$ cat config.mk
export PLATFORM = sky130hd
export DESIGN_NAME = miss_msg_det_mc
export DESIGN_NICKNAME = d
export VERILOG_FILES = /design/src/rtl/miss_msg_pkg.sv /design/src/rtl/gap_fifo.sv /design/src/rtl/miss_msg_det_mc.sv
export SDC_FILE = /design/constraint.sdc
export NUM_CORES = 2
export LEC_CHECK = 0
export CAP_MARGIN = 5
export CORE_MARGIN = 2
export CORE_UTILIZATION = 55
export CTS_BUF_LIST = sky130_fd_sc_hd__clkbuf_8
export CTS_CLUSTER_SIZE = 12
export DETAILED_ROUTE_END_ITERATION = 8
export PLACE_DENSITY = 0.83
export SYNTH_ARGS = -nofsm -noshare
export SYNTH_HDL_FRONTEND = slang
export SYNTH_SLANG_ARGS = --single-unit
$ cat constraint.sdc
create_clock -name clk -period 11.18 [get_ports clk]
set_input_delay 1.677 -clock clk [delete_from_list [all_inputs] [get_ports clk]]
set_output_delay 1.677 -clock clk [all_outputs]
set_load 0.02 [all_outputs]
$ cat src/rtl/miss_msg_pkg.sv
// Shared widths and gap record layout for the missed-message detector.
package miss_msg_pkg;

    localparam int unsigned CH_N_DEF       = 2;
    localparam int unsigned CH_W_DEF       = 1;
    localparam int unsigned SEQ_NUM_W_DEF  = 64;
    localparam int unsigned SID_W_DEF      = 80;
    localparam int unsigned ML_W_DEF       = 16;
    localparam int unsigned FIFO_DEPTH_DEF = 4;

    // Field order matches the packed vector stored in the gap queue.
    typedef struct packed {
        logic [CH_W_DEF-1:0]      ch;
        logic [SID_W_DEF-1:0]     sid;
        logic [SEQ_NUM_W_DEF-1:0] start;
        logic [SEQ_NUM_W_DEF-1:0] cnt;
        logic                     sid_chg;
    } gap_rec_t;

    localparam int unsigned GAP_REC_W = $bits(gap_rec_t);

endpackage

$ cat src/rtl/gap_fifo.sv
// Power-of-two FIFO with simultaneous push/pop; head reads as zero when empty.
module gap_fifo #(
    parameter int unsigned W     = 8,
    parameter int unsigned DEPTH = 4
) (
    input  logic         clk,
    input  logic         nreset,
    input  logic         push,
    input  logic [W-1:0] din,
    input  logic         pop,
    output logic [W-1:0] dout,
    output logic         full,
    output logic         empty
);

    localparam int unsigned AW = (DEPTH > 1) ? $clog2(DEPTH) : 1;

    logic [W-1:0]  mem [DEPTH];
    logic [AW-1:0] wr_ptr;
    logic [AW-1:0] rd_ptr;
    logic [AW:0]   count;
    logic          do_push;
    logic          do_pop;

    assign full    = (count == (AW+1)'(DEPTH));
    assign empty   = (count == '0);
    assign do_pop  = pop && !empty;
    assign do_push = push && (!full || do_pop);
    assign dout    = empty ? '0 : mem[rd_ptr];

    always_ff @(posedge clk) begin
        if (!nreset) begin
            wr_ptr <= '0;
            rd_ptr <= '0;
            count  <= '0;
        end else begin
            if (do_push) wr_ptr <= wr_ptr + AW'(1);
            if (do_pop)  rd_ptr <= rd_ptr + AW'(1);
            count <= count + (AW+1)'(do_push) - (AW+1)'(do_pop);
        end
    end

    // Storage needs no reset: the head is masked while the queue is empty.
    always_ff @(posedge clk) begin
        if (do_push) mem[wr_ptr] <= din;
    end

endmodule

$ cat src/rtl/miss_msg_det_mc.sv
// Per-channel sequence tracker that queues gap records for missed messages.
module miss_msg_det_mc
    import miss_msg_pkg::*;
#(
    parameter int unsigned CH_N       = CH_N_DEF,
    parameter int unsigned CH_W       = $clog2(CH_N),
    parameter int unsigned SEQ_NUM_W  = SEQ_NUM_W_DEF,
    parameter int unsigned SID_W      = SID_W_DEF,
    parameter int unsigned ML_W       = ML_W_DEF,
    parameter int unsigned FIFO_DEPTH = FIFO_DEPTH_DEF
) (
    input  logic                 clk,
    input  logic                 nreset,
    input  logic                 v_i,
    input  logic [CH_W-1:0]      ch_i,
    input  logic [SID_W-1:0]     sid_i,
    input  logic [SEQ_NUM_W-1:0] seq_num_i,
    input  logic [ML_W-1:0]      msg_cnt_i,
    input  logic                 eos_i,
    output logic                 gap_v_o,
    input  logic                 gap_ready_i,
    output logic [CH_W-1:0]      gap_ch_o,
    output logic [SID_W-1:0]     gap_sid_o,
    output logic [SEQ_NUM_W-1:0] gap_seq_start_o,
    output logic [SEQ_NUM_W-1:0] gap_cnt_o,
    output logic                 gap_sid_chg_o,
    output logic                 dup_o,
    output logic                 ovf_o
);

    localparam int unsigned REC_W = CH_W + SID_W + 2 * SEQ_NUM_W + 1;

    logic                 sync_q [CH_N];
    logic [SID_W-1:0]     sid_q  [CH_N];
    logic [SEQ_NUM_W-1:0] seq_q  [CH_N];

    logic [SID_W-1:0]     cur_sid;
    logic [SEQ_NUM_W-1:0] cur_seq;
    logic [SEQ_NUM_W-1:0] end_seq;
    logic [SID_W-1:0]     nxt_sid;
    logic [SEQ_NUM_W-1:0] nxt_seq;
    logic                 push_c;
    logic                 dup_c;
    logic [REC_W-1:0]     rec_c;
    logic [REC_W-1:0]     head;
    logic                 fifo_full;
    logic                 fifo_empty;
    logic                 pop_c;

    assign cur_sid = sid_q[ch_i];
    assign cur_seq = seq_q[ch_i];
    assign end_seq = seq_num_i + SEQ_NUM_W'(msg_cnt_i);

    // Gap classification of the incoming header against its channel state.
    always_comb begin
        nxt_sid = cur_sid;
        nxt_seq = cur_seq;
        push_c  = 1'b0;
        dup_c   = 1'b0;
        rec_c   = '0;
        if (!sync_q[ch_i]) begin
            nxt_sid = sid_i;
            nxt_seq = end_seq;
        end else if (sid_i != cur_sid) begin
            nxt_sid = sid_i;
            nxt_seq = end_seq;
            if (seq_num_i != '0) begin
                push_c = v_i;
                rec_c  = {ch_i, sid_i, SEQ_NUM_W'(0), seq_num_i, 1'b1};
            end
        end else if (seq_num_i == cur_seq) begin
            nxt_seq = end_seq;
        end else if (seq_num_i > cur_seq) begin
            push_c  = v_i;
            rec_c   = {ch_i, cur_sid, cur_seq, seq_num_i - cur_seq, 1'b0};
            nxt_seq = end_seq;
        end else if (end_seq > cur_seq) begin
            nxt_seq = end_seq;
        end else begin
            dup_c = v_i;
        end
        if (eos_i) begin
            nxt_sid = nxt_sid + SID_W'(1);
            nxt_seq = '0;
        end
    end

    always_ff @(posedge clk) begin
        if (!nreset) begin
            for (int i = 0; i < int'(CH_N); i++) begin
                sync_q[i] <= 1'b0;
                sid_q[i]  <= '0;
                seq_q[i]  <= '0;
            end
        end else if (v_i) begin
            sync_q[ch_i] <= 1'b1;
            sid_q[ch_i]  <= nxt_sid;
            seq_q[ch_i]  <= nxt_seq;
        end
    end

    assign pop_c = gap_v_o && gap_ready_i;

    always_ff @(posedge clk) begin
        if (!nreset) begin
            dup_o <= 1'b0;
            ovf_o <= 1'b0;
        end else begin
            dup_o <= dup_c;
            if (push_c && fifo_full && !pop_c) ovf_o <= 1'b1;
        end
    end

    gap_fifo #(
        .W     (REC_W),
        .DEPTH (FIFO_DEPTH)
    ) u_gap_fifo (
        .clk    (clk),
        .nreset (nreset),
        .push   (push_c),
        .din    (rec_c),
        .pop    (pop_c),
        .dout   (head),
        .full   (fifo_full),
        .empty  (fifo_empty)
    );

    assign gap_v_o = !fifo_empty;
    assign {gap_ch_o, gap_sid_o, gap_seq_start_o, gap_cnt_o, gap_sid_chg_o} = head;

endmodule

# Word-level counts from Yosys, hierarchy flattened
# Memories as Yosys holds them, arrays and structs flattened. A register that Yosys moved wholly into a read port is not among the register bits.
# Cells that the tools add are included.
dict set report classes {
  n_addsub 7
  n_lt_le_gt_ge 2
  n_eq_ne 3
  n_mux 37
  n_bitwise 2
  n_reduce_logical 15
}
# op count
set ops {}
lappend ops {{2-to-1 mux 210 bit} 6}
lappend ops {{2-to-1 mux 64 bit} 7}
lappend ops {{2-to-1 mux 80 bit} 4}
lappend ops {{greater-than comparator 64 bit} 2}
lappend ops {{adder 80 x 1 -> 80 bit (second input constant)} 1}
lappend ops {{inequality test 80 bit} 1}
lappend ops {{OR reduction 80 bit} 1}
lappend ops {{adder 64 x 16 -> 64 bit} 1}
lappend ops {{== test 64 bit} 1}
lappend ops {{nonzero test 64 bit} 1}
lappend ops {{OR reduction 64 bit} 1}
lappend ops {{subtractor 64 bit} 1}
lappend ops {{2-to-1 mux 1 bit} 18}
lappend ops {{OR reduction 6 bit} 1}
lappend ops {{logical AND 1 bit} 5}
lappend ops {{adder 2 x 1 -> 2 bit (second input constant)} 2}
lappend ops {{2-to-1 mux 2 bit} 2}
lappend ops {{adder 3 x 1 -> 3 bit} 1}
lappend ops {{== test 3 bit (second input constant)} 1}
lappend ops {{zero test 1 bit} 3}
lappend ops {{zero test 3 bit} 1}
lappend ops {{subtractor 3 x 1 -> 3 bit} 1}
lappend ops {{inverter 1 bit} 2}
lappend ops {{logical OR 1 bit} 1}
lappend ops {{OR reduction 1 bit} 1}
dict set report totals {
  register_bits 9
  ram_bits 1130
  input_bits 166
  output_inout_bits 213
  wordCells 75
  n_memories 4
}
# name depth width read_ports rd_clocked_by_memory_dff write_ports line
set memory_table {}
lappend memory_table {u_gap_fifo.mem 4 210 1 1 1 gap_fifo.sv:18} ;# logic [W-1:0] mem [DEPTH];
lappend memory_table {sid_q 2 80 1 0 2 miss_msg_det_mc.sv:34} ;# logic [SID_W-1:0] sid_q [CH_N];
lappend memory_table {seq_q 2 64 1 0 2 miss_msg_det_mc.sv:35} ;# logic [SEQ_NUM_W-1:0] seq_q [CH_N];
lappend memory_table {sync_q 2 1 1 0 2 miss_msg_det_mc.sv:33} ;# logic sync_q [CH_N];

# Depth between registers and ports, before layout
dict set report logic_depth {
  ltp_word 9
  depth_mapped 25
  depth_no_buf 22
}

# Modules after synthesis
# A second synthesis with hierarchy kept.
dict set report unflattened {
  hier_cells 4052
  hier_area_um2 55773.5
}
# mod n_inst cells_each area_per_inst_um2
set modules_own_cells {}
lappend modules_own_cells {gap_fifo 1 1380 32205.9}
lappend modules_own_cells {miss_msg_det_mc 1 2672 23567.6}

# Least setup slack after synthesis
# OpenSTA, ideal clock, no wires.
dict set report synth_timing {
  path_kind {in2reg}
  start {in ch_i}
  end {mem u_gap_fifo.mem[0][0] in the netlist's numbering, enable pin}
  arrival_ps 10378
  required_time_ps 10583
  path_slack_ps 206
  stages 19
  n_path_buf 5
  path_cell_list {clkbuf_1 buf_6 buf_2 buf_1 buf_1 mux2_2 ha_1 inv_1 fa_1 a21o_1 a311oi_1 nor3_1 o21ai_1 a21oi_1 a21boi_1 o21ai_2 a21oi_1 nor3_4 and2_1}
}
dict set report synth_between {
  elab_chain_len 9
}
# item line
set synth_lines {}
lappend synth_lines {{start: declaration} miss_msg_det_mc.sv:15} ;# input logic [CH_W-1:0] ch_i,
lappend synth_lines {{memory read (2 x 64 bit)} --}
lappend synth_lines {{greater-than comparator 64 bit} miss_msg_det_mc.sv:73} ;# end else if (seq_num_i > cur_seq) begin
lappend synth_lines {{2-to-1 mux 1 bit} miss_msg_det_mc.sv:73}
lappend synth_lines {{2-to-1 mux 1 bit} miss_msg_det_mc.sv:71} ;# end else if (seq_num_i == cur_seq) begin
lappend synth_lines {{2-to-1 mux 1 bit} miss_msg_det_mc.sv:64} ;# end else if (sid_i != cur_sid) begin
lappend synth_lines {{2-to-1 mux 1 bit *} miss_msg_det_mc.sv:61} ;# if (!sync_q[ch_i]) begin
lappend synth_lines {{logical AND 1 bit *} gap_fifo.sv:28} ;# assign do_push = push && (!full || do_pop);
lappend synth_lines {{named net u_gap_fifo.do_push} gap_fifo.sv:22} ;# logic do_push;
lappend synth_lines {{2-to-1 mux 1 bit *} gap_fifo.sv:45} ;# if (do_push) mem[wr_ptr] <= din;
lappend synth_lines {{2-to-1 mux 1 bit (implied by the code) *} gap_fifo.sv:45}
lappend synth_lines {{end: declaration} gap_fifo.sv:18}
# The timed path passes the listed nets; every way through them passes the cells marked *.

==> metrics.cfg <==
[cts]
tritoncts = done
clkSinkCount = 1141
clockBufferDepth = 3
cts_resized = 0
postCtsSetupRepairBufs = 0
cts_hold_buffers = 0
root_buffer = clkbuf_8
htreeDepth = 4
numCtsBuffers = 180
clk_pin_slew_ps = 60
clock_latency_ps = 880

[synth]
yosysTopAreaCell = edfxtp_1
synth_area_leaders = edfxtp_1 59%, mux4_2 8.3%, mux2i_1 3.6%, nand2_1 3.4%, ha_1 3.3%
synth_top_family_by_area = multiplexers
ys_seq_area_frac = 0.599
netlist_area_sq_um = 57000
synth_top_area_frac = 0.594
synth_fp_nets = 4603
synth.distinct_cells = 79
postSynthCellCount = 4283
synth_compound_area_frac = 0.0488
yosysWarnings = 0
post_synth_fa_ha_maj_area_fraction = 0.0342
synthMuxAreaShare = 0.133
synthArstFlopShare = 0
ys_ff_latch = 1141
yosys.area_share.simple = 0.117
synthXorXnorAreaFrac = 0.0435
syn_area_per_cell_sq_um = 13.3
dominantRegCellSynth = edfxtp_1
synth-edff-count = 1128

[power_and_ir_drop]
leakagePower_nw = 22.0
power_density_nw_per_um2 = 181
vdd_ir_drop_max_mv = 0.192

[critical_path]
crit_top_cell = buf_4
cp.arrival_ps = 8420
worstSetupEndpointType = flip-flop
critPathKind = in2reg
required_ps = 11860
cp_max_fo = 53
path_cells = clkdlybuf4s50_1 -> ha_1 -> inv_1 -> fa_1 -> nor2b_1 -> o21ai_0 -> a21boi_0 -> o41a_1 -> a221o_1 -> a31oi_1 -> buf_4 -> or3_1 -> xnor2_1 -> ha_1 -> nand3_1 -> nor3_1 -> nand4_1 -> nor4_1 -> a21oi_1 -> nor4_4 -> buf_4 -> buf_4 -> mux2i_1
start_kind = primary input
crit_slowest_cell = buf_4
slowest_delay_ps = 770

[timing]
setup_viol = 0
fin_tns_setup_ps = 0
worstMarginPinSlew_ps = 1180
finClkSkew_ps = 48.6
slew_headroom = 0.209
drv_slew = 0
rsz0062_at_grt = no
period_needed_ps = 7740
fin_crit_sh = 0.692
final.setup.worst_slack_ps = 3440
fmax_ghz = 0.129
final_hold_viol_count = 0

[placed_design]
dp_slack_ps = 2720
portBuffers = 378
gp_congestion = 0.966
hpwl_microns = 105000

[finish]
syn_to_final_growth_pct = 14.9
fillers = 7434
nets = 4972
drive_gt1_frac = 0.123

[die]
die_area_sq_um = 106000
initial_core_util = 0.552
core_area_sq_um = 103000
fp.dieH_microns = 326
die-width_microns = 326
io_pins = 379
num_rows = 118

[drt]
vias = 37929
wl_microns = 155000
ant_nets = 0
first_iter_violations = 4313
viasPerCell = 6.11
avgRoutedWirePerCell_microns = 24.9
drcViolationCount = 0
firstDrtPassIters = 7

[global_routing]
first_global_vias = 36856
grt_pass1_wl_microns = 229000
grtUsageTotal = 0.286
antenna_found_initial = 31
grt_start_max_net_pins = 115
overflow = 0

[flow_run]
maxCapViolCount = 0

[status]
outcome = complete, no violations

[min_path]
hold_path_class = reg2reg

==> cell usage in the layout (no fill, tap or decap), types with 153 or more instances in the layout <==
cell type	count
clkbuf_8	183
o21ai_0	168
xnor2_1	174
nand2_1	508
edfxtp_1	1128
and2_1	223
inv_1	153
nor2_1	346
mux2i_1	205
mux4_2	210
clkdlybuf4s50_1	377
==> flip-flops by register name, indices dropped and copies added, names as in the netlist, named ones only <==
signal             cells
u_gap_fifo.mem       840
sid_q                160
seq_q                128
u_gap_fifo.count       3
sync_q                 2
u_gap_fifo.rd_ptr      2
u_gap_fifo.wr_ptr      2
dup_o                  1
ovf_o                  1
==> logic make-up (layout without fill, tap and decap cells) <==
family / count (synthesis) / in the layout
other: 0 / 29
adder cells (fa/ha/maj): 154 / 154
AND/OR/NAND/NOR: 1415 / 1415
multiplexers: 485 / 485
XOR/XNOR: 283 / 283
buffers and inverters: 341 / 854
AO/OA/AOI/OAI: 464 / 464
flip-flops: 1141 / 1141
==> cell type report <==
type                            count  area (sq um)  area share
Antenna cell                       29          72.6     0.00111
Sequential cell                  1141         34100       0.521
Timing Repair Buffer              423          4240      0.0647
Clock inverter                    143           872      0.0133
Tap cell                         1380          1730      0.0264
Multi-Input combinational cell   2801         21500       0.329
Inverter                          105           394     0.00602
Clock buffer                      183          2520      0.0385
==> cells in the mapped netlist (105+ instances only) <==
library cell / count
xnor2_1: 174
inv_1: 105
nor2_1: 348
o21ai_0: 168
ha_1: 151
mux4_2: 210
edfxtp_1: 1128
xor2_1: 109
and2_1: 228
nand2_1: 510
clkbuf_1: 172
mux2i_1: 205
==> final timing paths <==
| path | startpoint | endpoint | slack [ps] | cells after the start |
|---|---|---|---|---|
| worst max-delay path | seq_num_i[0] | seq_q[0][11] | 3440 | 23 |
| worst min-delay path | sync_q[1] | sync_q[1] | 440 | 2 |
| worst max register to register | seq_q[1][0] | u_gap_fifo.mem[3][78] | 5200 | 15 |
| worst min register to register | sync_q[1] | sync_q[1] | 440 | 2 |
==> metrics by stage <==
stage / hold WS, ps / total power, mW / util / cell area (sq um) / instances
finish: 444 / 11.8 / 0.635 / 65500 / 6205
global route: 467 / 12.3 / 0.634 / 65500 / 6195
CTS: 445 / 11.9 / 0.634 / 65400 / 6176
detailed placement: 436 / 8.54 / 0.601 / 62000 / 5850
global placement: 430 / 8.50 / 0.601 / 62000 / 5850
floorplan: 422 / 7.16 / - / 57000 / 4283
==> worst max-delay path: cells and delay by family <==
| family | cells | cell delay, ps |
|---|---|---|
| adders and majority gates | 3 | 930 |
| muxes | 1 | 290 |
| and+or+nand+nor | 7 | 1800 |
| xor gates and xnor gates | 1 | 180 |
| AOI/OAI and AO/OA | 6 | 1300 |
| buffers and inverters | 5 | 2160 |
==> power breakdown <==
part / total [mW] / internal (mW) / switching [mW]
logic: 3.54 / 1.60 / 1.94
clock network: 3.37 / 1.71 / 1.67
registers: 4.91 / 4.84 / 0.0667
total: 11.8 / 8.15 / 3.68
==> per-layer routing <==
metal | GRT usage | share of wire | vias to the layer above
met1 | 0.399 | 0.40 | 18819
met3 | 0.0606 | 0.091 | 328
li1 | - | - | 16717
met5 | 0 | 0.00079 | -
met4 | 0.116 | 0.039 | 20
met2 | 0.441 | 0.47 | 2045
Note: power is estimated with default switching activity, not from simulation.
